## config.mk

```make
export PLATFORM = sky130hd
export DESIGN_NAME = pipe_hazard_ctrl
export DESIGN_NICKNAME = d
export VERILOG_FILES = /design/src/rtl/hazard_pkg.sv /design/src/rtl/mem_wait_fsm.sv /design/src/rtl/pipe_hazard_ctrl.sv
export SDC_FILE = /design/constraint.sdc
export NUM_CORES = 1
export LEC_CHECK = 0
export BUFFER_PORTS_ARGS = -buffer_cell sky130_fd_sc_hd__clkbuf_2
export CORE_MARGIN = 1.5
export CORE_UTILIZATION = 35
export DETAILED_ROUTE_END_ITERATION = 8
export PLACE_DENSITY = 0.76
export SYNTH_ARGS = -nofsm -noshare
export SYNTH_HDL_FRONTEND = slang
export SYNTH_SLANG_ARGS = --single-unit
```

## constraint.sdc

```tcl
create_clock -name clk_i -period 2.9 [get_ports clk_i]
set_clock_uncertainty 0.1 [all_clocks]
set_input_delay 0.58 -clock clk_i [delete_from_list [all_inputs] [get_ports clk_i]]
set_output_delay 0.58 -clock clk_i [all_outputs]
set_load 0.03 [all_outputs]
```

## src/rtl/hazard_pkg.sv

```systemverilog
// Shared encodings for the pipeline hazard controller: forward-select codes,
// memory-wait FSM states and a saturating counter helper.
package hazard_pkg;

  localparam logic [1:0] FWD_REG = 2'b00;
  localparam logic [1:0] FWD_WB  = 2'b01;
  localparam logic [1:0] FWD_MEM = 2'b10;

  typedef enum logic [1:0] {IDLE, WAIT, DONE} mem_state_t;

  function automatic logic [31:0] sat_inc(input logic [31:0] value, input logic en);
    return (en && value != 32'hFFFF_FFFF) ? value + 32'd1 : value;
  endfunction

endpackage

```

## src/rtl/mem_wait_fsm.sv

```systemverilog
// Multi-cycle data-memory wait sequencer: stalls the pipeline for exactly
// MEM_WAIT cycles per access, then spends one DONE cycle so it cannot retrigger.
module mem_wait_fsm
  import hazard_pkg::*;
#(
  parameter int MEM_WAIT = 0,
  parameter int CNT_W    = 4
) (
  input  logic clk_i,
  input  logic rst_i,
  input  logic acc,
  output logic mem_stall,
  output logic mem_busy
);

  localparam logic [CNT_W-1:0] CNT_INIT = (MEM_WAIT >= 2) ? CNT_W'(MEM_WAIT - 2) : '0;

  mem_state_t       state, state_nx;
  logic [CNT_W-1:0] cnt, cnt_nx;
  logic             stall;

  // NOTE: state registers take non-blocking assignments so every flop samples
  // the pre-edge values; the combinational block below uses blocking ones.
  always_ff @(posedge clk_i) begin
    if (rst_i) begin
      state <= IDLE;
      cnt   <= '0;
    end else begin
      state <= state_nx;
      cnt   <= cnt_nx;
    end
  end

  // NOTE: every signal gets a default before the case so no path leaves one
  // unassigned, which would otherwise infer a latch.
  always_comb begin
    state_nx = state;
    cnt_nx   = cnt;
    stall    = 1'b0;
    case (state)
      IDLE: begin
        if (acc && MEM_WAIT >= 2) begin
          stall    = 1'b1;
          state_nx = WAIT;
          cnt_nx   = CNT_INIT;
        end else if (acc && MEM_WAIT == 1) begin
          stall    = 1'b1;
          state_nx = DONE;
        end
      end
      WAIT: begin
        stall = 1'b1;
        if (cnt == '0) state_nx = DONE;
        else           cnt_nx   = cnt - 1'b1;
      end
      DONE:    state_nx = IDLE;
      default: state_nx = IDLE;
    endcase
  end

  assign mem_stall = stall & ~rst_i;
  assign mem_busy  = mem_stall;

endmodule

```

## src/rtl/pipe_hazard_ctrl.sv

```systemverilog
// Combined forwarding / load-use / branch-interlock / memory-wait controller.
// Optional HAZARD_PERF_EN adds saturating stall and flush event counters.
module pipe_hazard_ctrl
  import hazard_pkg::*;
#(
  parameter int REG_AW   = 5,
  parameter int NUM_SRC  = 2,
  parameter int MEM_WAIT = 0,
  parameter int CNT_W    = 4
) (
  input  logic                      clk_i,
  input  logic                      rst_i,
  input  logic [REG_AW-1:0]         id_rs_i,
  input  logic [REG_AW-1:0]         id_rt_i,
  input  logic                      id_uses_rt_i,
  input  logic                      id_branch_i,
  input  logic                      id_taken_i,
  input  logic                      id_jump_i,
  input  logic [NUM_SRC*REG_AW-1:0] ex_src_i,
  input  logic [REG_AW-1:0]         ex_rd_i,
  input  logic                      ex_regwrite_i,
  input  logic                      ex_memread_i,
  input  logic [REG_AW-1:0]         mem_rd_i,
  input  logic                      mem_regwrite_i,
  input  logic                      mem_memread_i,
  input  logic                      mem_memwrite_i,
  input  logic [REG_AW-1:0]         wb_rd_i,
  input  logic                      wb_regwrite_i,
  output logic [NUM_SRC*2-1:0]      fwd_sel_o,
  output logic                      pc_hold_o,
  output logic                      ifid_hold_o,
  output logic                      ifid_flush_o,
  output logic                      idex_bubble_o,
  output logic                      idex_hold_o,
  output logic                      exmem_hold_o,
  output logic                      memwb_bubble_o,
`ifdef HAZARD_PERF_EN
  output logic [31:0]               perf_lu_o,
  output logic [31:0]               perf_mem_o,
  output logic [31:0]               perf_flush_o,
`endif
  output logic                      mem_busy_o
);

  logic run;
  logic mem_stall, mem_busy;
  logic ex_hit_rs, ex_hit_rt, mem_hit_rs, mem_hit_rt;
  logic lu, br, id_stall, flush;

  assign run = ~rst_i;

  mem_wait_fsm #(.MEM_WAIT(MEM_WAIT), .CNT_W(CNT_W)) u_mem_wait (
    .clk_i     (clk_i),
    .rst_i     (rst_i),
    .acc       (mem_memread_i | mem_memwrite_i),
    .mem_stall (mem_stall),
    .mem_busy  (mem_busy)
  );

  always_comb begin
    fwd_sel_o = '0;
    for (int i = 0; i < NUM_SRC; i++) begin
      if (mem_regwrite_i && mem_rd_i != '0 && mem_rd_i == ex_src_i[i*REG_AW +: REG_AW])
        fwd_sel_o[i*2 +: 2] = FWD_MEM;
      else if (wb_regwrite_i && wb_rd_i != '0 && wb_rd_i == ex_src_i[i*REG_AW +: REG_AW])
        fwd_sel_o[i*2 +: 2] = FWD_WB;
      else
        fwd_sel_o[i*2 +: 2] = FWD_REG;
    end
    if (!run) fwd_sel_o = '0;
  end

  assign ex_hit_rs  = (ex_rd_i  != '0) && (ex_rd_i  == id_rs_i);
  assign ex_hit_rt  = (ex_rd_i  != '0) && (ex_rd_i  == id_rt_i);
  assign mem_hit_rs = (mem_rd_i != '0) && (mem_rd_i == id_rs_i);
  assign mem_hit_rt = (mem_rd_i != '0) && (mem_rd_i == id_rt_i);

  assign lu = ex_memread_i & (ex_hit_rs | (ex_hit_rt & id_uses_rt_i));
  // The ID-stage comparator needs both operands final: wait on an in-flight ALU
  // result in EX or a load still in MEM.
  assign br = id_branch_i & ((ex_regwrite_i & (ex_hit_rs | ex_hit_rt)) |
                             (mem_memread_i & (mem_hit_rs | mem_hit_rt)));

  assign id_stall = run & (lu | br);
  assign flush    = run & (id_jump_i | (id_branch_i & id_taken_i)) & ~id_stall & ~mem_stall;

  assign pc_hold_o      = id_stall | mem_stall;
  assign ifid_hold_o    = id_stall | mem_stall;
  assign ifid_flush_o   = flush;
  assign idex_bubble_o  = id_stall & ~mem_stall;
  assign idex_hold_o    = mem_stall;
  assign exmem_hold_o   = mem_stall;
  assign memwb_bubble_o = mem_stall;
  assign mem_busy_o     = mem_busy;

`ifdef HAZARD_PERF_EN
  logic [31:0] perf_lu_q, perf_mem_q, perf_flush_q;

  always_ff @(posedge clk_i) begin
    if (rst_i) begin
      perf_lu_q    <= '0;
      perf_mem_q   <= '0;
      perf_flush_q <= '0;
    end else begin
      perf_lu_q    <= sat_inc(perf_lu_q, id_stall & ~mem_stall);
      perf_mem_q   <= sat_inc(perf_mem_q, mem_stall);
      perf_flush_q <= sat_inc(perf_flush_q, flush);
    end
  end

  assign perf_lu_o    = run ? perf_lu_q    : '0;
  assign perf_mem_o   = run ? perf_mem_q   : '0;
  assign perf_flush_o = run ? perf_flush_q : '0;
`endif

endmodule

```

==> qor.yml, run 1 <==
place:
  dp_hpwl_um: 1640
  port_buffers: 53
  routabilityCongestion: 0.788
  place_inst: 162
synth:
  synth_top_area_share_pct: 39.5
  postSynthCellCount: 92
  ys_seq_area_share_pct: 0
  yosys_warnings: 0
  yosys.area_share.simple_pct: 28.8
  synth.avg_cell_area_sq_um: 7.24
  synth_mux_area_share_pct: 0
  synth_area_leaders: "xor2_1 (39%), xnor2_1 (13%), buf_4 (6.8%)"
  yosys.cell_types.count: 21
  synthesis.area_sq_um: 666
  synth_compound_area_share_pct: 7.52
  synthXorXnorAreaFrac_pct: 52.6
  synth_top_family_by_area: "XOR/XNOR gates"
  yosys.area.top_type: "xor2_1"
  synth_fa_ha_area_share_pct: 0
setup_path:
  crit_arrival_ns: 1.90
  crit_type: "primary input to output port"
  cp.required_ns: 2.22
  startpoint_type: "primary input"
  crit_fanout: 3
  end_kind: "output port"
global_routing:
  grt-ovfl-total: 0
  grt.total_usage_pct: 16.4
  grt_pass1_vias: 679
  grt_util_met3_pct: 0
  grt_max_degree: 6
  grtUsageMet2_pct: 30.0
  antenna_found_initial: 0
  use_met1_pct: 22.8
  grt_pass1_wl_um: 2730
  grt_busiest_layer: "met2"
die:
  dieWidth_um: 46.6
  die_area_sq_mm: 0.00217
  initial_core_util_pct: 37.7
  rows: 15
  core_area_sq_mm: 0.00176
  io_pins: 59
  die_y_um: 46.6
layout:
  fill_cells: 191
  area_delta_synth_final_pct: 35.7
  regArea_sq_um: 0
  antenna_cells: 0
  layout-drive-gt1-share_pct: 41.6
  clkbuf_count: 0
  nFlopsAndLatches: 0
  finalNonFillerCells: 162
  layout.nets: 186
routing:
  drt-total-wl_um: 1730
  vias: 748
  routed_via_density: 4.62
  drtPass1Iterations: 4
  ant_nets: 0
  drc: 0
  avgRoutedWirePerCell_um: 10.7
  initialDrtViolationCount: 5
worst_hold_path:
  hold_start: "rst_i"
  hold_path.class: "primary input to output port"
  hold_end: "ifid_flush_o"
  holdPathStages: 3
power_and_ir_drop:
  peakVddDrop_mv: 0.0700
  p_leak_nw: 0.444
  power.density_mw_per_mm2: 149
timing:
  finalSetupViolations: 0
  final-hold-violation-count: 0
  grt_setup_unrepaired: "no"
  finalSetupTns_ns: 0
  min_period_ns: 2.58
  max_freq_mhz: 388
  timing.final.crit_share_pct: 88.9
  slew_violations: 0
status:
  outcome: "completed"
job:
  drv_cap: 0
clocking:
  hold_buffers: 0
  cts_setup_buffers: 0
  cts.repair.resized: 0
==> routing by layer <==
metal	up-vias	part of all wire [%]
li1	396	-
met1	321	45
met2	31	49
met3	0	6.3
met4	0	0
met5	-	0
==> worst max-delay path by stage <==
| stage | startpoint | endpoint | slack [ns] | depth (start not counted) |
|---|---|---|---|---|
| 2_1_floorplan | ex_rd_i[4] | ifid_hold_o | 0.14 | 6 |
| 3_3_place_gp | ex_rd_i[4] | ifid_hold_o | 0.34 | 7 |
| 3_5_place_dp | ex_rd_i[4] | idex_bubble_o | 0.31 | 7 |
| 4_1_cts | ex_rd_i[4] | idex_bubble_o | 0.30 | 7 |
| 5_1_grt | ex_rd_i[3] | ifid_hold_o | 0.15 | 7 |
| 6_report | ex_rd_i[4] | idex_bubble_o | 0.32 | 7 |
==> kinds of logic (layout without fill, tap and decap cells) <==
family,count (synthesis),count (layout)
AO/OA/AOI/OAI,7,7
XOR/XNOR,40,40
buffers and inverters,11,53
other,1,4
AND/OR/NAND/NOR,33,33
==> placed cells by master (no fill, tap or decap) <==
cell      Yosys  layout
a21oi_1       1       1
a22o_1        1       1
a22oi_1       2       2
a31oi_1       1       1
clkbuf_2      0      53
conb_1        1       4
nand2_1       4       4
nand3_1       3       3
nor2_1        8       8
nor2b_1       1       1
nor3_1        7       7
nor3_2        1       1
nor3b_2       1       1
nor4_1        2       2
nor4_2        2       2
o21ai_1       1       1
o32a_1        1       1
or4_1         4       4
xnor2_1      10      10
xor2_1       30      30
==> critical path: stages <==
cell      delay [ns]
clkbuf_2        0.11
xor2_1          0.18
nor3_2          0.18
a31oi_1         0.10
o32a_1          0.36
nor2_1          0.16
clkbuf_2        0.23
==> synth_stat cells <==
cell / instances
a21oi_1: 1
a22o_1: 1
a22oi_1: 2
a31oi_1: 1
buf_2: 5
buf_4: 6
conb_1: 1
nand2_1: 4
nand3_1: 3
nor2_1: 8
nor2b_1: 1
nor3_1: 7
nor3_2: 1
nor3b_2: 1
nor4_1: 2
nor4_2: 2
o21ai_1: 1
o32a_1: 1
or4_1: 4
xnor2_1: 10
xor2_1: 30
==> power breakdown <==
group / internal, W / leakage (nW) / total (W) / switching, W
combinational: 0.0000602 / 0.444 / 0.000134 / 0.0000743
clock: 0 / 0 / 0 / 0
sequential: 0 / 0 / 0 / 0
total: 0.0000602 / 0.444 / 0.000134 / 0.0000743
==> cell type report <==
cell class         instances  area (sq um)  area share, %
repair buffers            53           265           29.4
multi-input cells         84           607           67.2
well taps                 25          31.3           3.46
==> stage by stage <==
step	area [sq um]	worst slack, ns	hold WS, ns	power [W]	util [%]
after floorplan	677	0.138	1.13	0.0000861	-
after global placement	903	0.336	1.42	0.000131	51.2
after detailed placement	903	0.308	1.42	0.000135	51.2
after CTS	903	0.301	1.42	0.000135	51.2
after global routing	903	0.152	1.45	0.000148	51.2
final	903	0.322	1.42	0.000134	51.2
Note: power is estimated with default switching activity, not from simulation.
==> inputs of run 2 (changes only) <==
- clock period: 2.9 -> 3.3 ns (I/O delays scaled with it)
==> run 2 against run 1 <==
Effect of this change: design area is the same; wire length is 1.2% lower; non-clock buffer count unchanged; sequential cell count stayed put; final cell count stayed put; setup slack better by 0.25 ns; core utilization unchanged; critical path depth unchanged; die area did not move; via count up 0.67%; global-route usage down 0.71 points; total power is 12% lower; largest cell class unchanged.
==> qor.yml, run 2 (same netlist as run 1, synthesis figures left out) <==
clocking:
  cts.repair.resized: 0
  hold_buffers: 0
  cts_setup_buffers: 0
layout:
  regArea_sq_um: 0
  multi_input_area_sq_um: 607
  antenna_cells: 0
  clkbuf_count: 0
  layout-drive-gt1-share_pct: 41.6
  finalInstanceArea_sq_um: 903
  layout_common_cells: "clkbuf_2 (53), xor2_1 (30), xnor2_1 (10)"
  nFlopsAndLatches: 0
  area_delta_synth_final_pct: 35.7
  fill_cells: 191
  postLayoutCoreUtil_pct: 51.2
  final_common_cell: "clkbuf_2"
  layout.nets: 186
timing:
  min_period_ns: 2.73
  timing.final.crit_share_pct: 82.7
  max_freq_mhz: 366
  slew_violations: 0
  grt_setup_unrepaired: "no"
  finalSetupViolations: 0
  setup_slack_ns: 0.571
  finalSetupTns_ns: 0
  final-hold-violation-count: 0
  hold_slack_ns: 1.58
die:
  initial_core_util_pct: 37.7
  die_y_um: 46.6
  io_pins: 59
  core_area_sq_mm: 0.00176
  die_area_sq_mm: 0.00217
  dieWidth_um: 46.6
  rows: 15
place:
  port_buffers: 53
  dp_hpwl_um: 1620
  routabilityCongestion: 0.788
  dpl-instance-area_sq_um: 903
  pre_cts_ws_ns: 0.572
routing:
  drtPass1Iterations: 4
  initialDrtViolationCount: 7
  routed_via_density: 4.65
  avgRoutedWirePerCell_um: 10.5
  drc: 0
  vias: 753
  dr_wl_met3_um: 134
  ant_nets: 0
  top_layer: "met3"
  wl_met1_um: 760
  drt-total-wl_um: 1710
  met2WireLength_um: 811
global_routing:
  grt_pass1_wl_um: 2600
  grt_max_degree: 6
  grt-ovfl-total: 0
  grt.total_usage_pct: 15.7
  antenna_found_initial: 0
  grt_pass1_vias: 651
job:
  drv_cap: 0
setup_path:
  crit_type: "primary input to output port"
  crit_path_start: "ex_rd_i[4]"
  startpoint_type: "primary input"
  crit_arrival_ns: 1.97
  crit_fanout: 3
  cp.required_ns: 2.54
  end_kind: "output port"
worst_hold_path:
  hold_start: "rst_i"
  hold_path.class: "primary input to output port"
status:
  outcome: "completed"
power_and_ir_drop:
  p_leak_nw: 0.444
  peakVddDrop_mv: 0.0594
  power.density_mw_per_mm2: 131
[run 2: cell counts in the layout (fill, tap and decap cells not counted)]
Identical to the previous run, type by type.
[run 2: worst max-delay path: stages]
cell and delay (ns):
clkbuf_2 0.11, xor2_1 0.18, nor3_2 0.17, a31oi_1 0.10
o32a_1 0.36, nor2_1 0.15, clkbuf_2 0.23
[run 2: final cells by class]
type	count	share of cell area [%]
timing repair buffer	53	29.4
tap	25	3.46
multi-input combinational	84	67.2
[run 2: power by group]
| group | switching, W | leakage (nW) | total (W) | internal, W |
|---|---|---|---|---|
| Sequential | 0 | 0 | 0 | 0 |
| Combinational | 0.0000651 | 0.444 | 0.000118 | 0.0000529 |
| Clock | 0 | 0 | 0 | 0 |
[run 2: final timing paths]
check,to,cells past startpoint
max,ifid_hold_o,7
min,ifid_flush_o,3
[run 2: metrics by stage]
stage | cells | power (W)
CTS | 162 | 0.000119
finish | 162 | 0.000118
detailed placement | 162 | 0.000118
global route | 162 | 0.000130
global placement | 162 | 0.000115
floorplan | 95 | 0.0000757
[run 2: metal layers]
layer	global-route usage, %	vias up
li1	-	394
met2	28.1	31
met1	22.3	328
met4	0	0
met5	0	-
met3	0.392	0
==> inputs of run 3 (changes only) <==
- ABC_AREA: not set -> 1
- PLACE_DENSITY: 0.76 -> 0.72
- clock period: 3.3 -> 2.54 ns (I/O delays scaled with it)
==> run 3 against run 2 <==
Effect of this change: combinational power rose by 37%; total power up 38%; critical path type unchanged; final cell count grew 31%; wire length increased by 16%; core utilization shrank 1.6 points.
==> qor.yml, run 3 <==
status:
  outcome: "completed"
timing:
  max_freq_mhz: 440
  grt_setup_unrepaired: "no"
  timing.final.crit_share_pct: 89.4
  min_period_ns: 2.27
  finalSetupTns_ns: 0
  slew_violations: 0
  final-hold-violation-count: 0
  finalSetupViolations: 0
global_routing:
  antenna_found_initial: 0
  grt-ovfl-total: 0
  grt.total_usage_pct: 15.5
  grt_pass1_vias: 798
  grt_pass1_wl_um: 3220
  grt_max_degree: 7
setup_path:
  endpoint: "idex_bubble_o"
  crit_arrival_ns: 1.66
  end_kind: "output port"
  cp.required_ns: 1.93
  crit_fanout: 6
  crit_path_start: "mem_rd_i[2]"
  startpoint_type: "primary input"
  crit_type: "primary input to output port"
layout:
  area_delta_synth_final_pct: 29.7
  postLayoutCoreUtil_pct: 49.6
  layout-drive-gt1-share_pct: 34.4
  finalInstanceArea_sq_um: 993
  regArea_sq_um: 0
  antenna_cells: 0
  nFlopsAndLatches: 0
  clkbuf_count: 0
  final_common_cell: "clkbuf_2"
  layout_common_cells: "clkbuf_2 (53), nand2_1 (40), xor2_1 (13), xnor2_1 (13), nor2_1 (13)"
  layout.nets: 235
clocking:
  cts_setup_buffers: 0
  cts.repair.resized: 0
  hold_buffers: 0
die:
  core_area_sq_mm: 0.00200
  die_y_um: 49.8
  rows: 16
  initial_core_util_pct: 38.2
  io_pins: 59
  die_area_sq_mm: 0.00248
  dieWidth_um: 49.8
power_and_ir_drop:
  p_switching_w: 0.0000923
  peakVddDrop_mv: 0.0654
  power.density_mw_per_mm2: 164
  p_leak_nw: 0.594
  intPower_w: 0.0000702
  share_comb_of_total_power_pct: 100.0
  pwr-share-clk_pct: 0
  p_seq_share_pct: 0
  netSwitchingFraction_pct: 56.8
routing:
  vias: 950
  initialDrtViolationCount: 16
  drc: 0
  routed_via_density: 4.46
  drt-total-wl_um: 1980
  ant_nets: 0
  avgRoutedWirePerCell_um: 9.31
  drtPass1Iterations: 4
synth:
  synth_top_area_share_pct: 19.6
  yosys.cell_types.count: 19
  yosys.area.top_type: "nand2_1"
  ys_seq_area_share_pct: 0
  synth.avg_cell_area_sq_um: 5.47
  yosysMostFrequentCell: "nand2_1"
  yosys_warnings: 0
  synthesis.area_sq_um: 766
  synth_top_cells_by_count: "nand2_1 (40), nor2_1 (13), xnor2_1 (13), xor2_1 (13), inv_1 (12)"
  synth_area_leaders: "nand2_1 (20%), xnor2_1 (15%), xor2_1 (15%)"
  postSynthCellCount: 140
job:
  drv_cap: 0
place:
  port_buffers: 53
  routabilityCongestion: 0.818
  dp_hpwl_um: 1800
  dpl-instance-area_sq_um: 993
worst_hold_path:
  hold_path.class: "primary input to output port"
## run 3: cell families (layout without fill, tap and decap cells)
kind of cell	after synthesis	in the layout	synth area share (%)
buffers and inverters	29	72	20.6
other	1	4	0.490
XOR/XNOR	26	26	29.7
AND/OR/NAND/NOR	71	71	39.7
AO/OA/AOI/OAI	13	13	9.48
## run 3: per-layer routing
layer	track usage, %	vias up	part of all wire, %	wire length [um]
met2	29.8	38	50	994
met5	0	-	0	0
met3	0.606	0	6.9	137
met4	0	0	0	0
met1	20.1	397	43	850
li1	-	515	-	-
## run 3: stage by stage
stage               total power [W]  hold WS, ns  instances  setup slack, ns
detailed placement         0.000162         1.30        213            0.256
global route               0.000181         1.34        213           0.0504
finish                     0.000162         1.30        213            0.269
floorplan                  0.000109        0.980        143            0.189
CTS                        0.000163         1.30        213            0.254
global placement           0.000157         1.30        213            0.283
## run 3: cell type report
cell class	count	area, sq um
fillers	233	1010
inverters	19	71.3
multi-input cells	114	623
well taps	27	33.8
repair buffers	53	265
## run 3: worst min path at each step
stage / startpoint / to / slack [ns] / depth (start not counted)
6_report: rst_i / fwd_sel_o[3] / 1.30 / 3
3_3_place_gp: rst_i / fwd_sel_o[3] / 1.30 / 3
4_1_cts: rst_i / fwd_sel_o[3] / 1.30 / 3
5_1_grt: rst_i / fwd_sel_o[1] / 1.34 / 3
3_5_place_dp: rst_i / fwd_sel_o[3] / 1.30 / 3
2_1_floorplan: rst_i / idex_bubble_o / 0.98 / 1
## run 3: power groups by stage
stage | Combinational (W) | Clock (W) | Sequential [W]
after global placement | 0.000157 | 0 | 0
final | 0.000162 | 0 | 0
after global routing | 0.000181 | 0 | 0
after floorplan | 0.000109 | 0 | 0
after CTS | 0.000163 | 0 | 0
after detailed placement | 0.000162 | 0 | 0
## run 3: worst max-delay path, stage by stage
cell      delay [ns]
clkbuf_2        0.18
inv_2           0.04
nand2_1         0.06
nand2_1         0.05
nor2_1          0.11
nand3_1         0.08
nand2_1         0.07
nand2_1         0.05
nand2_1         0.05
nand2_1         0.07
a21oi_2         0.16
clkbuf_2        0.23
